**src/rtl/tft_pkg.sv**
```systemverilog
// rtl/tft_pkg.sv - timing constants and colour-bar palette for the 480x272 RGB565 test pattern
package tft_pkg;

    localparam int CLK_DIV = 6;

    localparam int H_SYNC  = 41;
    localparam int H_BACK  = 2;
    localparam int H_VALID = 480;
    localparam int H_FRONT = 2;
    localparam int H_TOTAL = H_SYNC + H_BACK + H_VALID + H_FRONT;

    localparam int V_SYNC  = 10;
    localparam int V_BACK  = 2;
    localparam int V_VALID = 272;
    localparam int V_FRONT = 2;
    localparam int V_TOTAL = V_SYNC + V_BACK + V_VALID + V_FRONT;

    localparam int BAR_WIDTH = 48;

    localparam logic [15:0] COLOR_WHITE  = 16'hFFFF;
    localparam logic [15:0] COLOR_BLACK  = 16'h0000;
    localparam logic [15:0] COLOR_RED    = 16'hF800;
    localparam logic [15:0] COLOR_ORANGE = 16'hFC00;
    localparam logic [15:0] COLOR_YELLOW = 16'hFFE0;
    localparam logic [15:0] COLOR_GREEN  = 16'h07E0;
    localparam logic [15:0] COLOR_CYAN   = 16'h07FF;
    localparam logic [15:0] COLOR_BLUE   = 16'h001F;
    localparam logic [15:0] COLOR_PURPLE = 16'hF81F;
    localparam logic [15:0] COLOR_GRAY   = 16'hD69A;

    // Bars beyond the tenth (only possible with a wider H_VALID) read as black.
    function automatic logic [15:0] bar_color(input int unsigned idx);
        logic [15:0] c;
        case (idx)
            0:       c = COLOR_WHITE;
            1:       c = COLOR_BLACK;
            2:       c = COLOR_RED;
            3:       c = COLOR_ORANGE;
            4:       c = COLOR_YELLOW;
            5:       c = COLOR_GREEN;
            6:       c = COLOR_CYAN;
            7:       c = COLOR_BLUE;
            8:       c = COLOR_PURPLE;
            9:       c = COLOR_GRAY;
            default: c = COLOR_BLACK;
        endcase
        return c;
    endfunction

endpackage

```
**src/rtl/tft_if.sv**
```systemverilog
// rtl/tft_if.sv - panel-side RGB565 TFT signal bundle
interface tft_if;

    logic [15:0] tft_rgb;
    logic        hsync;
    logic        vsync;
    logic        tft_de;
    logic        tft_clk;
    logic        tft_bl;

    modport master (
        output tft_rgb,
        output hsync,
        output vsync,
        output tft_de,
        output tft_clk,
        output tft_bl
    );

    modport slave (
        input tft_rgb,
        input hsync,
        input vsync,
        input tft_de,
        input tft_clk,
        input tft_bl
    );

endinterface

```
**src/rtl/tft_timing_gen.sv**
```systemverilog
// rtl/tft_timing_gen.sv - pixel-rate enable, panel clock, raster counters and sync/de decode
module tft_timing_gen #(
    parameter int CLK_DIV = tft_pkg::CLK_DIV,
    parameter int H_SYNC  = tft_pkg::H_SYNC,
    parameter int H_BACK  = tft_pkg::H_BACK,
    parameter int H_VALID = tft_pkg::H_VALID,
    parameter int H_FRONT = tft_pkg::H_FRONT,
    parameter int V_SYNC  = tft_pkg::V_SYNC,
    parameter int V_BACK  = tft_pkg::V_BACK,
    parameter int V_VALID = tft_pkg::V_VALID,
    parameter int V_FRONT = tft_pkg::V_FRONT,
    parameter int HW      = $clog2(H_SYNC + H_BACK + H_VALID + H_FRONT + 1)
) (
    input  logic          sys_clk,
    input  logic          sys_rst,
    output logic          pix_en,
    output logic          tft_clk,
    output logic          hs,
    output logic          vs,
    output logic          de,
    output logic [HW-1:0] x
);

    localparam int H_TOTAL = H_SYNC + H_BACK + H_VALID + H_FRONT;
    localparam int V_TOTAL = V_SYNC + V_BACK + V_VALID + V_FRONT;
    localparam int VW      = $clog2(V_TOTAL + 1);
    localparam int DW      = (CLK_DIV > 2) ? $clog2(CLK_DIV) : 1;

    localparam logic [DW-1:0] DIV_LAST  = DW'(CLK_DIV - 1);
    localparam logic [DW-1:0] DIV_HALF  = DW'(CLK_DIV / 2);
    localparam logic [HW-1:0] H_LAST    = HW'(H_TOTAL - 1);
    localparam logic [VW-1:0] V_LAST    = VW'(V_TOTAL - 1);
    localparam logic [HW-1:0] H_ACT_BEG = HW'(H_SYNC + H_BACK);
    localparam logic [HW-1:0] H_ACT_END = HW'(H_SYNC + H_BACK + H_VALID);
    localparam logic [VW-1:0] V_ACT_BEG = VW'(V_SYNC + V_BACK);
    localparam logic [VW-1:0] V_ACT_END = VW'(V_SYNC + V_BACK + V_VALID);

    logic [DW-1:0] div_cnt;
    logic [DW-1:0] div_nxt;
    logic [HW-1:0] h_cnt;
    logic [VW-1:0] v_cnt;

    always_comb begin
        div_nxt = (div_cnt == DIV_LAST) ? '0 : div_cnt + DW'(1);
    end

    assign pix_en = (div_cnt == DIV_LAST);

    // tft_clk follows the value div_cnt is about to take, so it rises on the
    // same edge that loads the output registers.
    always_ff @(posedge sys_clk or posedge sys_rst) begin
        if (sys_rst) begin
            div_cnt <= '0;
            tft_clk <= 1'b0;
        end else begin
            div_cnt <= div_nxt;
            tft_clk <= (div_nxt < DIV_HALF);
        end
    end

    always_ff @(posedge sys_clk or posedge sys_rst) begin
        if (sys_rst) begin
            h_cnt <= '0;
            v_cnt <= '0;
        end else if (pix_en) begin
            if (h_cnt == H_LAST) begin
                h_cnt <= '0;
                v_cnt <= (v_cnt == V_LAST) ? '0 : v_cnt + VW'(1);
            end else begin
                h_cnt <= h_cnt + HW'(1);
            end
        end
    end

    always_comb begin
        hs = (h_cnt < HW'(H_SYNC));
        vs = (v_cnt < VW'(V_SYNC));
        de = (h_cnt >= H_ACT_BEG) && (h_cnt < H_ACT_END) &&
             (v_cnt >= V_ACT_BEG) && (v_cnt < V_ACT_END);
        x  = h_cnt - H_ACT_BEG;
    end

endmodule

```
**src/rtl/tft_colorbar_top.sv**
```systemverilog
// rtl/tft_colorbar_top.sv - ten-bar RGB565 test pattern source driving the TFT panel pins
module tft_colorbar_top #(
    parameter int CLK_DIV = tft_pkg::CLK_DIV,
    parameter int H_SYNC  = tft_pkg::H_SYNC,
    parameter int H_BACK  = tft_pkg::H_BACK,
    parameter int H_VALID = tft_pkg::H_VALID,
    parameter int H_FRONT = tft_pkg::H_FRONT,
    parameter int V_SYNC  = tft_pkg::V_SYNC,
    parameter int V_BACK  = tft_pkg::V_BACK,
    parameter int V_VALID = tft_pkg::V_VALID,
    parameter int V_FRONT = tft_pkg::V_FRONT
) (
    input  logic  sys_clk,
    input  logic  sys_rst,
    tft_if.master panel
);

    import tft_pkg::*;

    localparam int HW = $clog2(H_SYNC + H_BACK + H_VALID + H_FRONT + 1);

    logic          pix_en;
    logic          clk_q;
    logic          hs;
    logic          vs;
    logic          de;
    logic [HW-1:0] x;
    logic [HW-1:0] bar_idx;
    logic [15:0]   color;

    logic [15:0]   rgb_q;
    logic          hsync_q;
    logic          vsync_q;
    logic          de_q;
    logic          bl_q;

    tft_timing_gen #(
        .CLK_DIV (CLK_DIV),
        .H_SYNC  (H_SYNC),
        .H_BACK  (H_BACK),
        .H_VALID (H_VALID),
        .H_FRONT (H_FRONT),
        .V_SYNC  (V_SYNC),
        .V_BACK  (V_BACK),
        .V_VALID (V_VALID),
        .V_FRONT (V_FRONT),
        .HW      (HW)
    ) u_timing (
        .sys_clk (sys_clk),
        .sys_rst (sys_rst),
        .pix_en  (pix_en),
        .tft_clk (clk_q),
        .hs      (hs),
        .vs      (vs),
        .de      (de),
        .x       (x)
    );

    always_comb begin
        bar_idx = x / HW'(BAR_WIDTH);
        color   = de ? bar_color(int'(bar_idx)) : 16'h0000;
    end

    // Outputs lag the counters by one pixel; the backlight latches on after reset.
    always_ff @(posedge sys_clk or posedge sys_rst) begin
        if (sys_rst) begin
            rgb_q   <= 16'h0000;
            hsync_q <= 1'b0;
            vsync_q <= 1'b0;
            de_q    <= 1'b0;
            bl_q    <= 1'b0;
        end else begin
            bl_q <= 1'b1;
            if (pix_en) begin
                rgb_q   <= color;
                hsync_q <= hs;
                vsync_q <= vs;
                de_q    <= de;
            end
        end
    end

    assign panel.tft_rgb = rgb_q;
    assign panel.hsync   = hsync_q;
    assign panel.vsync   = vsync_q;
    assign panel.tft_de  = de_q;
    assign panel.tft_clk = clk_q;
    assign panel.tft_bl  = bl_q;

endmodule

```
**src/flat_wrapper.sv**
```systemverilog
// flat-port wrapper written by rule: the top's interface ports become plain ports
module tft_colorbar_top_flat import tft_pkg::*;
#(
    parameter int CLK_DIV = tft_pkg::CLK_DIV,
    parameter int H_SYNC  = tft_pkg::H_SYNC,
    parameter int H_BACK  = tft_pkg::H_BACK,
    parameter int H_VALID = tft_pkg::H_VALID,
    parameter int H_FRONT = tft_pkg::H_FRONT,
    parameter int V_SYNC  = tft_pkg::V_SYNC,
    parameter int V_BACK  = tft_pkg::V_BACK,
    parameter int V_VALID = tft_pkg::V_VALID,
    parameter int V_FRONT = tft_pkg::V_FRONT
)
  (sys_clk, sys_rst, panel_tft_rgb, panel_hsync, panel_vsync, panel_tft_de, panel_tft_clk, panel_tft_bl);
  tft_if panel_i ();
  input  logic sys_clk;
  input  logic sys_rst;
  output wire logic [$bits(panel_i.tft_rgb)-1:0] panel_tft_rgb;
  output wire logic [$bits(panel_i.hsync)-1:0] panel_hsync;
  output wire logic [$bits(panel_i.vsync)-1:0] panel_vsync;
  output wire logic [$bits(panel_i.tft_de)-1:0] panel_tft_de;
  output wire logic [$bits(panel_i.tft_clk)-1:0] panel_tft_clk;
  output wire logic [$bits(panel_i.tft_bl)-1:0] panel_tft_bl;
  assign panel_tft_rgb = panel_i.tft_rgb;
  assign panel_hsync = panel_i.hsync;
  assign panel_vsync = panel_i.vsync;
  assign panel_tft_de = panel_i.tft_de;
  assign panel_tft_clk = panel_i.tft_clk;
  assign panel_tft_bl = panel_i.tft_bl;
  tft_colorbar_top #(.CLK_DIV(CLK_DIV), .H_SYNC(H_SYNC), .H_BACK(H_BACK), .H_VALID(H_VALID), .H_FRONT(H_FRONT), .V_SYNC(V_SYNC), .V_BACK(V_BACK), .V_VALID(V_VALID), .V_FRONT(V_FRONT)) u_core (.sys_clk(sys_clk), .sys_rst(sys_rst), .panel(panel_i));
endmodule
```
**config.mk**
```make
export PLATFORM = sky130hd
export DESIGN_NAME = tft_colorbar_top_flat
export DESIGN_NICKNAME = d
export VERILOG_FILES = /design/src/rtl/tft_pkg.sv /design/src/rtl/tft_if.sv /design/src/rtl/tft_timing_gen.sv /design/src/rtl/tft_colorbar_top.sv /design/src/flat_wrapper.sv
export SDC_FILE = /design/constraint.sdc
export NUM_CORES = 1
export LEC_CHECK = 0
export BUFFER_PORTS_ARGS = -buffer_cell sky130_fd_sc_hd__buf_2
export CORE_AREA = 5 5 71 73
export DETAILED_ROUTE_END_ITERATION = 8
export DIE_AREA = 0 0 76 78
export PLACE_DENSITY = 0.79
export SETUP_SLACK_MARGIN = 0.5
export SLEW_MARGIN = 15
export SYNTH_ARGS = -nofsm -noshare
export SYNTH_HDL_FRONTEND = slang
export SYNTH_SLANG_ARGS = --single-unit
```
**constraint.sdc**
```tcl
create_clock -name sys_clk -period 4.5 [get_ports sys_clk]
set_clock_uncertainty 0.15 [all_clocks]
set_input_delay 0.45 -clock sys_clk [delete_from_list [all_inputs] [get_ports sys_clk]]
set_output_delay 0.45 -clock sys_clk [all_outputs]
set_load 0.01 [all_outputs]
```
==> flow_summary.toml, run 1 <==
[synth]
ys.flop_type = "dfrtp_1"
yosys.area_share.simple_pct = 19.3
synthAdderAreaFrac_pct = 5.24
synth_compound_area_share_pct = 23.5
synth_common_cells = "nand2_1 (35), dfrtp_1 (34), o21ai_0 (27)"
synth_nets = 299
ys_seq_area_share_pct = 33.9
yosysTopAreaCellShare_pct = 33.9
synth_top_family_by_area = "compound AO/OA/AOI/OAI gates"
synth_xor_xnor_area_share_pct = 9.08
synth.largest_area_cell = "dfrtp_1"
yosysMostFrequentCell = "nand2_1"
yosys_warnings = 0
yosysUniqueCellTypes = 60
synth_area_per_cell_um2 = 8.68
synth.area.mux_share_pct = 1.70
syn_area_um2 = 2510
synth_edf_count = 0
synthArstFlopShare_pct = 100
synth.area.top_cells = "dfrtp_1 (34%), o21ai_0 (5.4%), nand2_1 (5.2%), ha_1 (4.0%), xnor2_1 (3.8%)"
ys_ff_latch = 34
syn_inst = 289

[placement]
place_congestion = 0.887
dp_hpwl_um = 3810
portBuffers = 22

[clocking]
ctsResizeCount = 0
clk_pin_slew_worst_paths_ns = 0.07
clock_latency_ns = 0.29
cts_setup_buffers = 0
cts_tree = "yes"
hold_buffers = 0
htree_levels = 2
cts_buffers = 5
cts-root-buf = "clkbuf_8"
cts_buffer_depth = 2
cts.sinks = 34

[floorplan]
die_h_um = 78
rows = 24
die_area_um2 = 5930
design.portCount = 23
initial_core_util_pct = 58.4
dieWidth_um = 76
core_area_um2 = 4290

[layout]
syn_to_final_growth_pct = 7.93
nNetsFinal = 307
final_core_util_pct = 63.0
antenna_cells = 0
drive_gt1_share_pct = 16.5

[global_route]
grt_max_degree = 19
grt_usage_pct = 18.4
grt-ovfl-total = 0
grt_pass1_vias = 2043
grt_pass1_wl_um = 9350
antenna_found_initial = 0

[timing]
tightest_slew_ns = 0.623
hold_viol = 0
rsz0062_at_grt = "false"
finalSetupTns_ns = 0
slew_violations = 0
final.period_utilization_pct = 82.5
timing.fmax_mhz = 270
final-setup-viol-count = 0
layout_min_cycle_time_ns = 3.71
max-slew-margin-rel_pct = 58.4

[drt]
drtIter0Drc = 223
first_pass_iters = 5
wire_per_inst_um = 15.2
vias = 2147
ant_nets = 0
routed_wl_um = 5320
vias_per_cell = 6.15
drc_errors = 0

[critical_path]
cp_max_fo = 18
setup.worst_path.end_class = "register"
startpoint_type = "register"
worstPathCellList = "o21a_1 > a211o_4 > xnor2_4 > maj3_1 > o22ai_1 > nand2_1 > o211a_1 > ha_2 > nand2_1 > o21ai_0 > o31a_1 > o21ai_0 > a21oi_1 > a22o_1"
arrival_ns = 3.74
criticalPathCategory = "reg2reg"
crit_path_top_delay_cell = "dfrtp_1"
max_stage_delay_ns = 0.58
crit_required_ns = 4.53

[outcome]
outcome = "finished clean"

[power]
p_leak_nw = 1.25
ir_drop_mv = 0.173
p_per_area_nw_per_um2 = 223

[job]
drv_cap = 0

[min_path]
hold_class = "in2async"
critical path: cells and delay by family (launching register included):
kind                       cells  cell delay (ns)
AOI/OAI and AO/OA              9             1.86
xor gates and xnor gates       1             0.17
DFF                            1             0.58
adders and majority gates      2             0.66
and+or+nand+nor                2             0.19
registers in the layout (all words and copies together) (netlist names):
signal,flops
u_core.u_timing.tft_clk,1
u_core.panel.tft_bl,1
u_core.u_timing.h_cnt,10
u_core.u_timing.div_cnt,3
u_core.u_timing.v_cnt,9
u_core.panel.tft_rgb,7
u_core.panel.tft_de,1
u_core.panel.hsync,1
u_core.panel.vsync,1
metal layers:
metal,global-route usage [%],share of wire (%),vias to the layer above
li1,-,-,1037
met1,24.3,45,1017
met2,29.4,47,86
met3,5.09,6.9,7
met4,4.98,0.86,0
met5,0,0,-
placed cells by master, fill, tap and decap left out, drive strengths merged, types with 5 or more instances in the layout:
master and count:
ha 8, nand3 9, xor2 7, xnor2 13
o211ai 5, nor3 9, a21o 5, and3 6
nand2 37, dfrtp 34, o21ai 30, buf 25
a21oi 15, inv 9, clkbuf 6, o31ai 6
nand4 6, nor2 16
metrics by stage:
| stage | hold WS (ns) | total power, W | setup WS (ns) | cell area (um^2) | cells |
|---|---|---|---|---|---|
| 3_3_place_gp | 0.297 | 0.000320 | 0.868 | 2560 | 342 |
| 5_1_grt | 0.141 | 0.000623 | 0.593 | 2710 | 349 |
| 4_1_cts | 0.0994 | 0.000608 | 0.729 | 2670 | 349 |
| 2_1_floorplan | 0.314 | 0.000317 | 1.14 | 2510 | 289 |
| 3_5_place_dp | 0.310 | 0.000320 | 0.780 | 2560 | 342 |
| 6_report | 0.0807 | 0.000603 | 0.790 | 2710 | 349 |
cells by family (layout without fill, tap and decap cells):
family / after synthesis / after routing
and+or+nand+nor: 99 / 99
AOI/OAI and AO/OA: 87 / 87
DFF: 34 / 34
buffers and inverters: 33 / 41
xor gates and xnor gates: 20 / 20
adders and majority gates: 11 / 11
muxes: 4 / 4
other: 1 / 1
power by group:
group          leakage, nW  switching, W  internal, W    total, W
logic                0.740    0.00000615   0.00000122  0.00000737
clock network       0.0573      0.000113     0.000177    0.000290
registers            0.448  0.0000000743     0.000306    0.000306
cell type report:
class | count | area (um^2)
clock inverter | 1 | 30.0
inverter | 9 | 33.8
multi-input combinational | 222 | 1510
sequential | 34 | 851
timing repair buffer | 25 | 133
clock buffer | 6 | 82.6
fill | 346 | 1590
tap | 52 | 65.1
worst paths after layout:
check	from	endpoint	slack [ns]	cells after the start
setup / recovery	u_core.u_timing.h_cnt[4]$_DFFE_PP0P_	u_core.panel.tft_rgb[14]$_DFFE_PP0P_	0.79	14
hold / removal	sys_rst	u_core.panel.tft_rgb[13]$_DFFE_PP0P_	0.08	2
setup reg to reg	u_core.u_timing.h_cnt[4]$_DFFE_PP0P_	u_core.panel.tft_rgb[14]$_DFFE_PP0P_	0.79	14
hold reg to reg	u_core.panel.hsync$_DFFE_PP0P_	u_core.panel.hsync$_DFFE_PP0P_	0.33	2
max in group asynchronous	sys_rst	u_core.u_timing.h_cnt[4]$_DFFE_PP0P_	3.46	3
min in group sys_clk	u_core.panel.hsync$_DFFE_PP0P_	u_core.panel.hsync$_DFFE_PP0P_	0.33	2
No activity file was read; power rests on OpenSTA's default activity.
==> inputs of run 2 (changes only) <==
clock period = 3.5 ns   (was 4.5 ns; I/O delays follow)
==> run 2 against run 1 <==
  * The run now ends with negative hold slack left
  * Via count rose by 12%
  * Worst hold slack worse by 0.11 ns
  * Cell count rose by 11%
  * Non-clock buffer count grew 37
  * Power rose by 18%
  * Register-to-register slack got worse by 0.68 ns
  * Sequential share of layout area fell by 4.9 points
  * Routed wire length up 27%
  * Largest power group unchanged
==> flow_summary.toml, run 2 (synthesis results as in run 1) <==
[clocking]
clock_latency_ns = 0.30
clk_pin_slew_worst_paths_ns = 0.07
htree_levels = 2
cts_buffers = 5
cts_buffer_depth = 2
cts-root-buf = "clkbuf_8"
cts_tree = "yes"
cts.sinks = 34

[placement]
dp_hpwl_um = 4110
place_area_um2 = 2670
place_congestion = 0.881
portBuffers = 22

[power]
switching_share_pct = 22.6
p_clk_share_pct = 43.6
switchingPower_w = 0.000162
p_per_area_nw_per_um2 = 222
ir_drop_mv = 0.196
seqPwrFrac_pct = 55.0
pwr-share-comb_pct = 1.4
p_int_w = 0.000553
p_leak_nw = 1.47

[critical_path]
worstPathCellList = "a211o_1 > a211o_4 > xnor2_4 > nor3_1 > o21ai_1 > a21o_1 > and3_4 > ha_4 > nand2_1 > o21ai_1 > o31a_1 > o21ai_1 > a21oi_1 > a22o_1"
cp_max_fo = 6
crit_path_top_delay_cell = "dfrtp_2"
max_stage_delay_ns = 0.48
arrival_ns = 3.42
crit_path_frequent_cell = "o21ai_1"
startpoint_type = "register"
criticalPathCategory = "reg2reg"
setup.worst_path.end_class = "register"
cp.depth = 14
crit_family = "compound AO/OA/AOI/OAI gates"
rr_worst_depth = 14
crit_required_ns = 3.53
path_buf_inv = 0

[layout]
seqCellArea_um2 = 853
antenna_cells = 0
syn_to_final_growth_pct = 28.3
mostFrequentLayoutCell = "buf_4"
largest_register_ffs = 10
fill_cells = 283
postLayoutCellArea_um2 = 3220
drive_gt1_share_pct = 36.7
final_cell_mix = "buf_4 (35), nand2_1 (33), dfrtp_1 (32)"
multi_input_area_um2 = 1720
largest_register = "u_core.u_timing.h_cnt"
nNetsFinal = 344

[drt]
vias_per_cell = 6.21
vias = 2402
drc_errors = 0
wire_per_inst_um = 17.5
drtIter0Drc = 245
first_pass_iters = 5
ant_nets = 0
routed_wl_um = 6760

[job]
drv_cap = 0

[floorplan]
die_area_um2 = 5930
design.portCount = 23
die_h_um = 78
dieWidth_um = 76
initial_core_util_pct = 58.4
core_area_um2 = 4290
rows = 24

[min_path]
hold_class = "in2async"

[global_route]
grt_pass1_vias = 2293
grt_pass1_wl_um = 10900
grt_max_degree = 31
grt_usage_pct = 22.2
antenna_found_initial = 0
grt-ovfl-total = 0

[timing]
max-slew-margin-rel_pct = 59.4
finalSetupTns_ns = 0
hold_viol = 29
rsz0062_at_grt = "true"
slew_violations = 0
final.period_utilization_pct = 96.9
final-setup-viol-count = 0
layout_min_cycle_time_ns = 3.39
tightest_slew_ns = 0.609
timing.fmax_mhz = 295
whs_ns = -0.0301

[outcome]
outcome = "finished with violations"
violations = "negative hold slack"
-- run 2: cell types whose count changed in the layout (fill, tap and decap cells not counted), sizes merged --
| cell | delta |
|---|---|
| clkinvlp | +1 |
| buf | +37 |
| clkinv | +1 |
| bufinv | -1 |
-- run 2: power by group through the flow --
stage	Clock (W)	Combinational (W)	Sequential (W)
2_1_floorplan	0	0.00000588	0.000401
3_3_place_gp	0	0.0000101	0.000401
3_5_place_dp	0	0.0000106	0.000401
4_1_cts	0.000314	0.0000106	0.000393
5_1_grt	0.000336	0.0000122	0.000393
6_report	0.000311	0.00000992	0.000393
-- run 2: worst paths after layout --
kind                                                      start  slack, ns                                    to
max                        u_core.u_timing.h_cnt[0]$_DFFE_PP0P_       0.11  u_core.panel.tft_rgb[14]$_DFFE_PP0P_
min                                                     sys_rst      -0.03  u_core.u_timing.h_cnt[3]$_DFFE_PP0P_
max reg2reg                u_core.u_timing.h_cnt[0]$_DFFE_PP0P_       0.11  u_core.panel.tft_rgb[14]$_DFFE_PP0P_
min reg2reg                      u_core.panel.vsync$_DFFE_PP0P_       0.32        u_core.panel.vsync$_DFFE_PP0P_
max in group asynchronous                               sys_rst       2.71  u_core.u_timing.v_cnt[4]$_DFFE_PP0P_
min in group sys_clk             u_core.panel.vsync$_DFFE_PP0P_       0.32        u_core.panel.vsync$_DFFE_PP0P_
-- run 2: what timing repair did --
| item | 4_1_cts | 5_1_grt |
|---|---|---|
| setup buffers | 23 | 5 |
| hold buffers | 0 | 0 |
| setup endpoints to repair | 7 | 7 |
| resized for setup | 27 | 17 |
| pin swaps | 25 | 3 |
-- run 2: routing by layer --
layer | up-vias | wire (um) | part of all wire (%) | track usage, %
li1 | 1108 | - | - | -
met1 | 1151 | 2760 | 41 | 28.3
met2 | 125 | 3410 | 50 | 36.9
met3 | 18 | 452 | 6.7 | 5.67
met4 | 0 | 140 | 2.1 | 7.30
met5 | - | 0 | 0 | 0
-- run 2: cell type report --
type / count / area share, %
timing repair buffer: 62 / 13.9
tap: 52 / 2.02
inverter: 9 / 1.05
sequential: 34 / 26.5
clock inverter: 2 / 0.389
multi-input combinational: 222 / 53.6
clock buffer: 6 / 2.57
-- run 2: per-stage QoR --
step | util, % | total power (W) | instances | hold slack, ns | setup WS (ns)
final | 74.9 | 0.000715 | 387 | -0.0301 | 0.107
after global routing | 74.9 | 0.000742 | 387 | 0.0360 | 0.0182
after CTS | 71.7 | 0.000718 | 382 | 0.223 | 0.257
after detailed placement | 62.1 | 0.000412 | 351 | 0.305 | 0.0951
after global placement | 62.1 | 0.000411 | 351 | 0.295 | 0.169
after floorplan | - | 0.000407 | 289 | 0.314 | 0.362
